`config.mk`:
```
export PLATFORM = sky130hd
export DESIGN_NAME = operand_fetch
export DESIGN_NICKNAME = d
export VERILOG_FILES = /design/src/rtl/operand_fetch.sv
export SDC_FILE = /design/constraint.sdc
export NUM_CORES = 1
export LEC_CHECK = 0
export BUFFER_PORTS_ARGS = -buffer_cell sky130_fd_sc_hd__buf_4
export CORE_MARGIN = 1
export CORE_UTILIZATION = 51
export DETAILED_ROUTE_END_ITERATION = 8
export GPL_TIMING_DRIVEN = 0
export PLACE_DENSITY_LB_ADDON = 0.15
export SYNTH_ARGS = -nofsm -noshare
export SYNTH_HDL_FRONTEND = slang
export SYNTH_SLANG_ARGS = --single-unit
```
`constraint.sdc`:
```
create_clock -name clk -period 5.86 [get_ports clk]
set_clock_uncertainty 0.2 [all_clocks]
set_input_delay 0.879 -clock clk [delete_from_list [all_inputs] [get_ports clk]]
set_output_delay 0.879 -clock clk [all_outputs]
set_load 0.05 [all_outputs]
```
`src/rtl/operand_fetch.sv`:
```
// operand_fetch: scoreboarded operand-read stage between decode and execute.
//   clk, reset            : rising-edge clock, synchronous active-high reset
//   in_*                  : decoded instruction offer (valid/ready handshake)
//   readAdd1/2, rf_out1/2 : combinational register-file read port
//   wb_valid/wb_add/wb_data : writeback completing this cycle
//   out_*                 : registered operand bundle (valid/ready handshake)
//   `define OPERAND_FETCH_BYPASS_EN forwards same-cycle writeback data to sources.
module operand_fetch #(
  parameter int WIDTH = 16
) (
  input  logic             clk,
  input  logic             reset,
  input  logic             in_valid,
  output logic             in_ready,
  input  logic [2:0]       in_sr1,
  input  logic [2:0]       in_sr2,
  input  logic [2:0]       in_dr,
  input  logic             in_use_sr1,
  input  logic             in_use_sr2,
  input  logic             in_writes_dr,
  output logic [2:0]       readAdd1,
  output logic [2:0]       readAdd2,
  input  logic [WIDTH-1:0] rf_out1,
  input  logic [WIDTH-1:0] rf_out2,
  input  logic             wb_valid,
  input  logic [2:0]       wb_add,
  input  logic [WIDTH-1:0] wb_data,
  output logic             out_valid,
  input  logic             out_ready,
  output logic [WIDTH-1:0] out_op1,
  output logic [WIDTH-1:0] out_op2,
  output logic [2:0]       out_dr,
  output logic             out_writes_dr
);
  logic [7:0]       busy_q, busy_d;
  logic             out_valid_q, out_valid_d;
  logic             out_writes_dr_q, out_writes_dr_d;
  logic [WIDTH-1:0] out_op1_q, out_op1_d, out_op2_q, out_op2_d;
  logic [2:0]       out_dr_q, out_dr_d;
  logic             byp1, byp2, hazard, accept;
  assign readAdd1      = in_sr1;
  assign readAdd2      = in_sr2;
  assign out_valid     = out_valid_q;
  assign out_writes_dr = out_writes_dr_q;
  assign out_op1       = out_op1_q;
  assign out_op2       = out_op2_q;
  assign out_dr        = out_dr_q;
  always_comb begin
`ifdef OPERAND_FETCH_BYPASS_EN
    byp1 = wb_valid && (wb_add == in_sr1);
    byp2 = wb_valid && (wb_add == in_sr2);
`else
    byp1 = 1'b0;
    byp2 = 1'b0;
`endif
    // Destination hazard is never bypassed: a pending write must retire first (WAW).
    hazard = (in_use_sr1 && busy_q[in_sr1] && !byp1)
           | (in_use_sr2 && busy_q[in_sr2] && !byp2)
           | (in_writes_dr && busy_q[in_dr]);
    in_ready = !hazard && (!out_valid_q || out_ready);
    accept   = in_valid && in_ready;
    busy_d = busy_q;
    if (wb_valid) busy_d[wb_add] = 1'b0;
    if (accept && in_writes_dr) busy_d[in_dr] = 1'b1;
    out_valid_d     = accept || (out_valid_q && !out_ready);
    out_op1_d       = accept ? ((in_use_sr1 && byp1) ? wb_data : rf_out1) : out_op1_q;
    out_op2_d       = accept ? ((in_use_sr2 && byp2) ? wb_data : rf_out2) : out_op2_q;
    out_dr_d        = accept ? in_dr : out_dr_q;
    out_writes_dr_d = accept ? in_writes_dr : out_writes_dr_q;
  end
  always_ff @(posedge clk) begin
    if (reset) begin
      busy_q          <= '0;
      out_valid_q     <= 1'b0;
      out_writes_dr_q <= 1'b0;
      out_op1_q       <= '0;
      out_op2_q       <= '0;
      out_dr_q        <= '0;
    end else begin
      busy_q          <= busy_d;
      out_valid_q     <= out_valid_d;
      out_writes_dr_q <= out_writes_dr_d;
      out_op1_q       <= out_op1_d;
      out_op2_q       <= out_op2_d;
      out_dr_q        <= out_dr_d;
    end
  end
endmodule

```
Word-level counts from Yosys, hierarchy flattened
Cells that the tools add are included.
{"block": "word_totals", "regBits": 45, "out_inout_bits": 44, "word_cells": 43}
{"block": "classes", "order_cmp": 6, "muxes": 12, "n_bitwise": 5, "reduce_logical": 14}
{"op": "3-bit by 4-bit < comparator with 1-bit output (second input constant)", "n": 4}
{"op": "8-bit two-way mux", "n": 2}
{"op": "1-bit binary-select mux with 3-bit select", "n": 3}
{"op": "1-bit logical AND", "n": 9}
{"op": "8-bit bitwise AND", "n": 1}
{"op": "8-bit NOT", "n": 1}
{"op": "8-bit bitwise OR", "n": 1}
{"op": "1-bit demux with 3-bit select", "n": 2}
{"op": "3-bit by 1-bit >= comparator with 1-bit output (second input constant)", "n": 2}
{"op": "1-bit two-way mux", "n": 5}
{"op": "1-bit logical NOT", "n": 3}
{"op": "1-bit logical OR", "n": 2}
{"op": "1-bit bitwise OR", "n": 2}

Longest topological paths before layout
Gate-level depths: netlist (run 1).
{"block": "logic_depth", "word_depth": 10, "mapped_depth": 8, "mapped_depth_nobuf": 5}

Least setup slack after synthesis (run 1)
Ideal clock, no wire load.
{"block": "synth_timing", "path_kind": "input -> output", "start": "input in_dr[0]", "end": "output in_ready", "arrival_time_ps": 2909, "required_time_ps": 4781, "path_slack_ps": 1872, "stages": 7, "path_buffers": 3, "path_cell_list": "buf_6 > mux2_4 > mux4_2 > o21a_1 > buf_6 > buf_8 > nor2_1"}
{"block": "synth_between", "elab_chain_cells": 6}
{"element": "start: declaration", "line_no": "17", "text": "input logic [2:0] in_dr,"}
{"element": "1-bit binary-select mux with 3-bit select", "line_no": "59", "text": "| (in_writes_dr && busy_q[in_dr]);"}
{"element": "1-bit two-way mux (implied by the code)", "line_no": "59"}
{"element": "1-bit logical AND", "line_no": "59"}
{"element": "1-bit bitwise OR", "line_no": "59"}
{"element": "1-bit logical NOT", "line_no": "60", "text": "in_ready = !hazard && (!out_valid_q || out_ready);"}
{"element": "1-bit logical AND", "line_no": "60"}
{"element": "end: declaration", "line_no": "14", "text": "output logic in_ready,"}
Every way passes these cells. The select of a mux whose other input is x is not followed.

Worst setup path in the final report (run 1)
Same ends and word-level chain as after synthesis.

==> flow_metrics.tcl, run 1 <==
set metrics [dict create \
    clk-insertion-delay-late_ns 0.30 \
    required_ns 4.78 \
    p_leak_nw 1.31 \
    die_h_um 71.4 \
    yosys.area.top_type "dfxtp_1" \
    setup_viol 0 \
    status "complete, but fails checks" \
    syn_area_mm2 0.00246 \
    drt_iter0_markers 191 \
    path_depth 9 \
    cts_resized 0 \
    power.density_mw_per_mm2 231 \
    cts.sinks 45 \
    crit_fanout 10 \
    start_kind "primary input" \
    endpoint_kind "primary output" \
    arrival_ns 2.73 \
    synth_area_leaders "dfxtp_1, o31ai_2, nand4_1" \
    min_period_over_period_pct 65.0 \
    critical_path.cell_chain "buf_4 -> buf_6 -> mux2_4 -> mux4_2 -> o21a_1 -> buf_6 -> buf_8 -> nor2_1 -> buf_4" \
    clkTransAtPathRegs_ns 0.09 \
    ctsHoldBuffers 0 \
    ant_nets 0 \
    die_w_um 71.4 \
    drc 9 \
    area_growth_pct 35.3 \
    num_antenna_cells 0 \
    vias 2398 \
    ff2ff_setup_slack_ns 3.36 \
    worst_pin_slew_ns 0.709 \
    max_freq_mhz 263 \
    synth_cell_type_count 35 \
    min_path_type "reg -> reg" \
    cts_buffers 5 \
    vias_per_cell 5.95 \
    routed_wl_mm 6.20 \
    grt_pass1_vias 2225 \
    htree_levels 2 \
    nets 418 \
    hold_viol 0 \
    timing.rr.end "out_writes_dr" \
    grt_overflow 0 \
    io_buffers 94 \
    maxSlewHeadroom_pct 52.7 \
    pin_count 112 \
    synthCells 249 \
    fin_tns_setup_ns 0 \
    ys_top_cells_by_count "dfxtp_1, a21oi_1, nand4_1, o31ai_2, clkbuf_1" \
    rr_worst_depth 7 \
    period_needed_ns 3.81 \
    peakVddDrop_mv 0.150 \
    path_buf_inv 5 \
    critPathTopFamily "multiplexers" \
    post-cts-setup-buffers 0 \
    drv_slew 0 \
    grt_setup_unrepaired "no" \
    synth_edf_count 0 \
    max_cap_violations 0 \
    root_buffer "clkbuf_8" \
    grt_pass1_wl_mm 10.1 \
    dieArea_mm2 0.00510 \
    first_pass_iters 7 \
    path_class "in -> out" \
    syn_avg_cell_area_um2 9.86 \
    crit_start "in_dr[0]" \
    ys_ff_latch 45 \
    synth_warnings 0 \
    ys_seq_area_share_pct 36.7 \
    track_usage_pct 24.8 \
    synth_most_common_cell "dfxtp_1" \
    cpMaxStageDelayCell "mux4_2" \
    yosys.area.top_type_share_pct 36.7 \
    tritoncts "done" \
    dp_hpwl_mm 4.46 \
    r2r_start "busy_q[7]" \
    synth_flop_cell "dfxtp_1" \
    antenna_found_initial 0 \
    endpoint "in_ready" \
    grt_max_degree 15 \
    violations "design-rule violations" \
    async_flop_share_pct 0 \
    wl_per_cell_um 15.4 \
    rows 24 \
    place.gp.congestion 0.861 \
    initial_utilization_pct 54.5 \
    max_stage_delay_ns 0.51 \
    synth_nets 317 \
    core_mm2 0.00450 \
    fin_util_pct 73.8 \
    clock_path_buffers 2 \
    drive_above_1_share_pct 46.7 \
]
==> cells by family (layout without fill, tap and decap cells) <==
group           Yosys count  in the layout  share of synthesized area [%]
compound gates           95             95                           31.7
buf+inv                  36            138                           9.58
flops                    45             45                           36.7
mux                       9              9                           6.06
simple gates             64             64                           15.9
==> power breakdown <==
group / internal [mW] / total, mW / switching, mW
combinational: 0.0826 / 0.226 / 0.144
clock: 0.0957 / 0.206 / 0.110
sequential: 0.324 / 0.336 / 0.0122
==> area by class of cell <==
cell class              instances  area (um2)
multi-input cells             168        1320
fillers                       380        1180
flip-flops and latches         45         901
repair buffers                 94         706
plain buffers                  34         228
clock buffers                   6        82.6
well taps                      52        65.1
clock inverters                 2        13.8
inverters                       2        7.51
==> layer usage <==
layer | routed length (um) | part of all wire (%) | vias to the layer above | GRT usage [%]
met2 | 3110 | 50 | 75 | 42.1
met5 | 0 | 0 | - | 0
met1 | 2680 | 43 | 1138 | 32.6
met3 | 343 | 5.5 | 8 | 4.92
met4 | 78 | 1.3 | 0 | 6.22
li1 | - | - | 1177 | -
==> metrics by stage <==
stage / std cells / power (mW) / area (um2) / setup WS, ns / hold slack (ns)
final: 403 / 0.768 / 3320 / 2.05 / 0.273
after global routing: 403 / 0.800 / 3320 / 1.98 / 0.292
after CTS: 403 / 0.773 / 3320 / 2.05 / 0.275
after detailed placement: 395 / 0.570 / 3230 / 2.06 / 0.263
after global placement: 395 / 0.567 / 3230 / 2.06 / 0.256
after floorplan: 249 / 0.491 / 2460 / 1.87 / 0.274
==> sequential cells by signal, summed over array words and instances, names as in the netlist <==
name           count
out_op1           16
out_valid          1
out_op2           16
out_dr             3
busy_q             8
out_writes_dr      1
==> worst min path at each step <==
stage | startpoint | endpoint | slack, ns | cells after the start
6_report | out_op2[9] | out_op2[9] | 0.27 | 2
3_3_place_gp | out_op1[2] | out_op1[2] | 0.26 | 2
4_1_cts | out_op2[7] | out_op2[7] | 0.27 | 2
3_5_place_dp | out_op2[7] | out_op2[7] | 0.26 | 2
2_1_floorplan | busy_q[0] | busy_q[0] | 0.27 | 2
5_1_grt | out_op1[5] | out_op1[5] | 0.29 | 2
==> cells in the final DEF, fill, tap and decap left out, types with 3 or more instances in the layout <==
cell type | synthesis | layout
a21oi_1 | 37 | 37
buf_2 | 5 | 5
buf_4 | 7 | 101
buf_6 | 6 | 6
clkbuf_1 | 14 | 14
clkbuf_8 | 0 | 6
dfxtp_1 | 45 | 45
mux2_2 | 3 | 3
mux4_2 | 4 | 4
nand2_1 | 5 | 5
nand2b_1 | 7 | 7
nand4_1 | 36 | 36
o21ai_0 | 6 | 6
o22ai_1 | 8 | 8
o31ai_1 | 9 | 9
o31ai_2 | 27 | 27
or3_1 | 6 | 6
==> worst register-to-register path: cells and delay by family, from the launching register on <==
kind | cells | cell delay [ns]
AO/OA/AOI/OAI | 2 | 0.39
buffers and inverters | 2 | 0.54
flip-flops | 1 | 0.37
multiplexers | 2 | 0.73
AND/OR/NAND/NOR | 1 | 0.20
Note: power is estimated with default switching activity, not from simulation.
==> run 2, diff against run 1 <==
- ABC_AREA: not set -> 1
- CORE_UTILIZATION: 51 -> 44
- clock period: 5.86 -> 3.6 ns (I/O delays scaled with it)
==> flow_metrics.tcl, run 2 <==
set metrics [dict create \
    status "complete, no violations" \
    grt_pass1_vias 1936 \
    htree_levels 2 \
    place_area_mm2 0.00277 \
    power.density_mw_per_mm2 475 \
    yosys.area.top_type_share_pct 44.6 \
    synth_warnings 0 \
    max_cap_violations 0 \
    timing.rr.end "out_op2[4]" \
    syn_area_mm2 0.00202 \
    yosys.area_share.xor_xnor_pct 0 \
    path_class "in -> out" \
    ys_seq_area_share_pct 44.6 \
    async_flop_share_pct 0 \
    synth_flop_cell "dfxtp_1" \
    clkTransAtPathRegs_ns 0.08 \
    endpoint_kind "primary output" \
    antenna_found_initial 0 \
    top_usage_layer "met2" \
    clock_path_buffers 2 \
    track_usage_pct 21.3 \
    worst_pin_slew_ns 0.478 \
    min_period_over_period_pct 68.7 \
    synth_nets 359 \
    fin_util_pct 65.8 \
    synth_edf_count 0 \
    cts_resized 0 \
    maxSlewHeadroom_pct 68.1 \
    path_buf_inv 4 \
    first_pass_iters 4 \
    routed_wl_mm 5.11 \
    final_common_cell "buf_4" \
    nets 457 \
    clk-insertion-delay-late_ns 0.29 \
    max_stage_delay_ns 0.22 \
    io_buffers 91 \
    arrival_ns 1.73 \
    grt.met3_usage_pct 5.67 \
    synth_cell_type_count 21 \
    final_cell_mix "buf_4, nor2_1, nand2_1" \
    synth_mux_area_share_pct 0 \
    dp_hpwl_mm 3.81 \
    yosys.area_share.simple_pct 30.8 \
    die_h_um 69.7 \
    yosys.area.top_type "dfxtp_1" \
    drt_iter0_markers 89 \
    min-delay-start "out_writes_dr" \
    fin_tns_setup_ns 0 \
    synth_area_leaders "dfxtp_1, nor2_1, nand2_1" \
    whs_path_depth 2 \
    hold_ws_ns 0.264 \
    cts_buffers 5 \
    num_antenna_cells 0 \
    pin_count 112 \
    drc 0 \
    synth_top_family_by_area "simple AND/OR/NAND/NOR gates" \
    p_leak_nw 1.41 \
    vias 2136 \
    peakVddDrop_mv 0.207 \
    core_mm2 0.00438 \
    hold_viol 0 \
    drive_above_1_share_pct 30.8 \
    drv_slew 0 \
    dieArea_mm2 0.00486 \
    ff2ff_setup_slack_ns 1.78 \
    ys_ff_latch 45 \
    period_needed_ns 2.47 \
    synthCells 291 \
    fin_area_mm2 0.00288 \
    post-cts-setup-buffers 0 \
    synth_compound_area_share_pct 13.1 \
    met2_usage_pct 35.7 \
    vias_per_cell 4.83 \
    cpMaxStageDelayCell "buf_4" \
    r2r_start "busy_q[3]" \
    grt_max_degree 14 \
    critPathTopFamily "buffers and inverters" \
    path_depth 13 \
    grt.met1_usage_pct 26.6 \
    grt_setup_unrepaired "no" \
    rows 24 \
    ant_nets 0 \
    root_buffer "clkbuf_8" \
    grt_pass1_wl_mm 8.40 \
    cts.sinks 45 \
    initial_utilization_pct 46.0 \
    required_ns 2.86 \
    max_freq_mhz 404 \
    tritoncts "done" \
    wl_per_cell_um 11.6 \
    area_growth_pct 42.8 \
    synth_most_common_cell "nor2_1" \
    min_to "out_writes_dr" \
    die_w_um 69.7 \
    crit_top_cell "nand2_1" \
    syn_avg_cell_area_um2 6.94 \
    ys_top_cells_by_count "nor2_1, nand2_1, dfxtp_1, o21ai_1, inv_1" \
    critical_path.cell_chain "buf_4 -> inv_4 -> nand2_1 -> nand2_1 -> nand2_1 -> nand2_1 -> nand2_1 -> nand2_1 -> nand2_1 -> nand2_1 -> nor2_2 -> buf_2 -> buf_4" \
    start_kind "primary input" \
    place.gp.congestion 0.870 \
    setup_viol 0 \
    min_path_type "reg -> reg" \
    ctsHoldBuffers 0 \
    rr_worst_depth 12 \
    synth_fa_ha_area_share_pct 0 \
    grt_overflow 0 \
    crit_fanout 10 \
]
-- run 2: cell count changes in the layout (fill, tap and decap cells not counted), moves of 27 or more --
cell     before  now
nor2_1        2   70
nand2_1       5   48
o21ai_1       0   35
nand4_1      36    8
a21oi_1      37   10
o31ai_2      27    0
-- run 2: how the worst max path moves through the flow --
stage                    end      from  slack (ns)
CTS                 in_ready  in_dr[0]        1.12
finish              in_ready  in_dr[0]        1.13
floorplan           in_ready  in_dr[0]        1.33
detailed placement  in_ready  in_dr[0]        1.12
global route        in_ready  in_dr[0]        0.92
global placement    in_ready  in_dr[0]        1.14
-- run 2: per-stage QoR --
| step | setup slack [ns] | power [mW] | cells |
|---|---|---|---|
| CTS | 1.12 | 1.38 | 442 |
| floorplan | 1.33 | 0.853 | 291 |
| detailed placement | 1.12 | 0.996 | 434 |
| finish | 1.13 | 1.37 | 442 |
| global route | 0.919 | 1.43 | 442 |
| global placement | 1.14 | 0.989 | 434 |
-- run 2: where the power goes --
group / leakage (nW) / switching [mW] / internal, mW
clock: 0.0585 / 0.160 / 0.226
combinational: 0.982 / 0.276 / 0.146
sequential: 0.371 / 0.0205 / 0.539
-- run 2: layout make-up --
cell class | count | area (um2)
clock buffer | 7 | 86.3
inverter | 21 | 82.6
tap | 52 | 65.1
clock inverter | 1 | 30.0
sequential | 45 | 901
multi-input combinational | 203 | 887
buffer | 22 | 148
timing repair buffer | 91 | 683
fill | 404 | 1500
-- run 2: logic make-up after synthesis --
family	count (synthesis)
buf+inv	43
compound gates	53
simple gates	150
flops	45
-- run 2: per-layer routing --
layer	up-vias	wire, um	part of all wire, %
met5	-	0	0
met4	0	46	0.90
met2	64	2460	48
met1	943	2260	44
met3	4	346	6.8
li1	1125	-	-
-- run 2: worst min-delay path, stage by stage (launching register included) --
cell and delay, ns:
dfxtp_1 0.32, nand2_1 0.06, a21oi_1 0.05
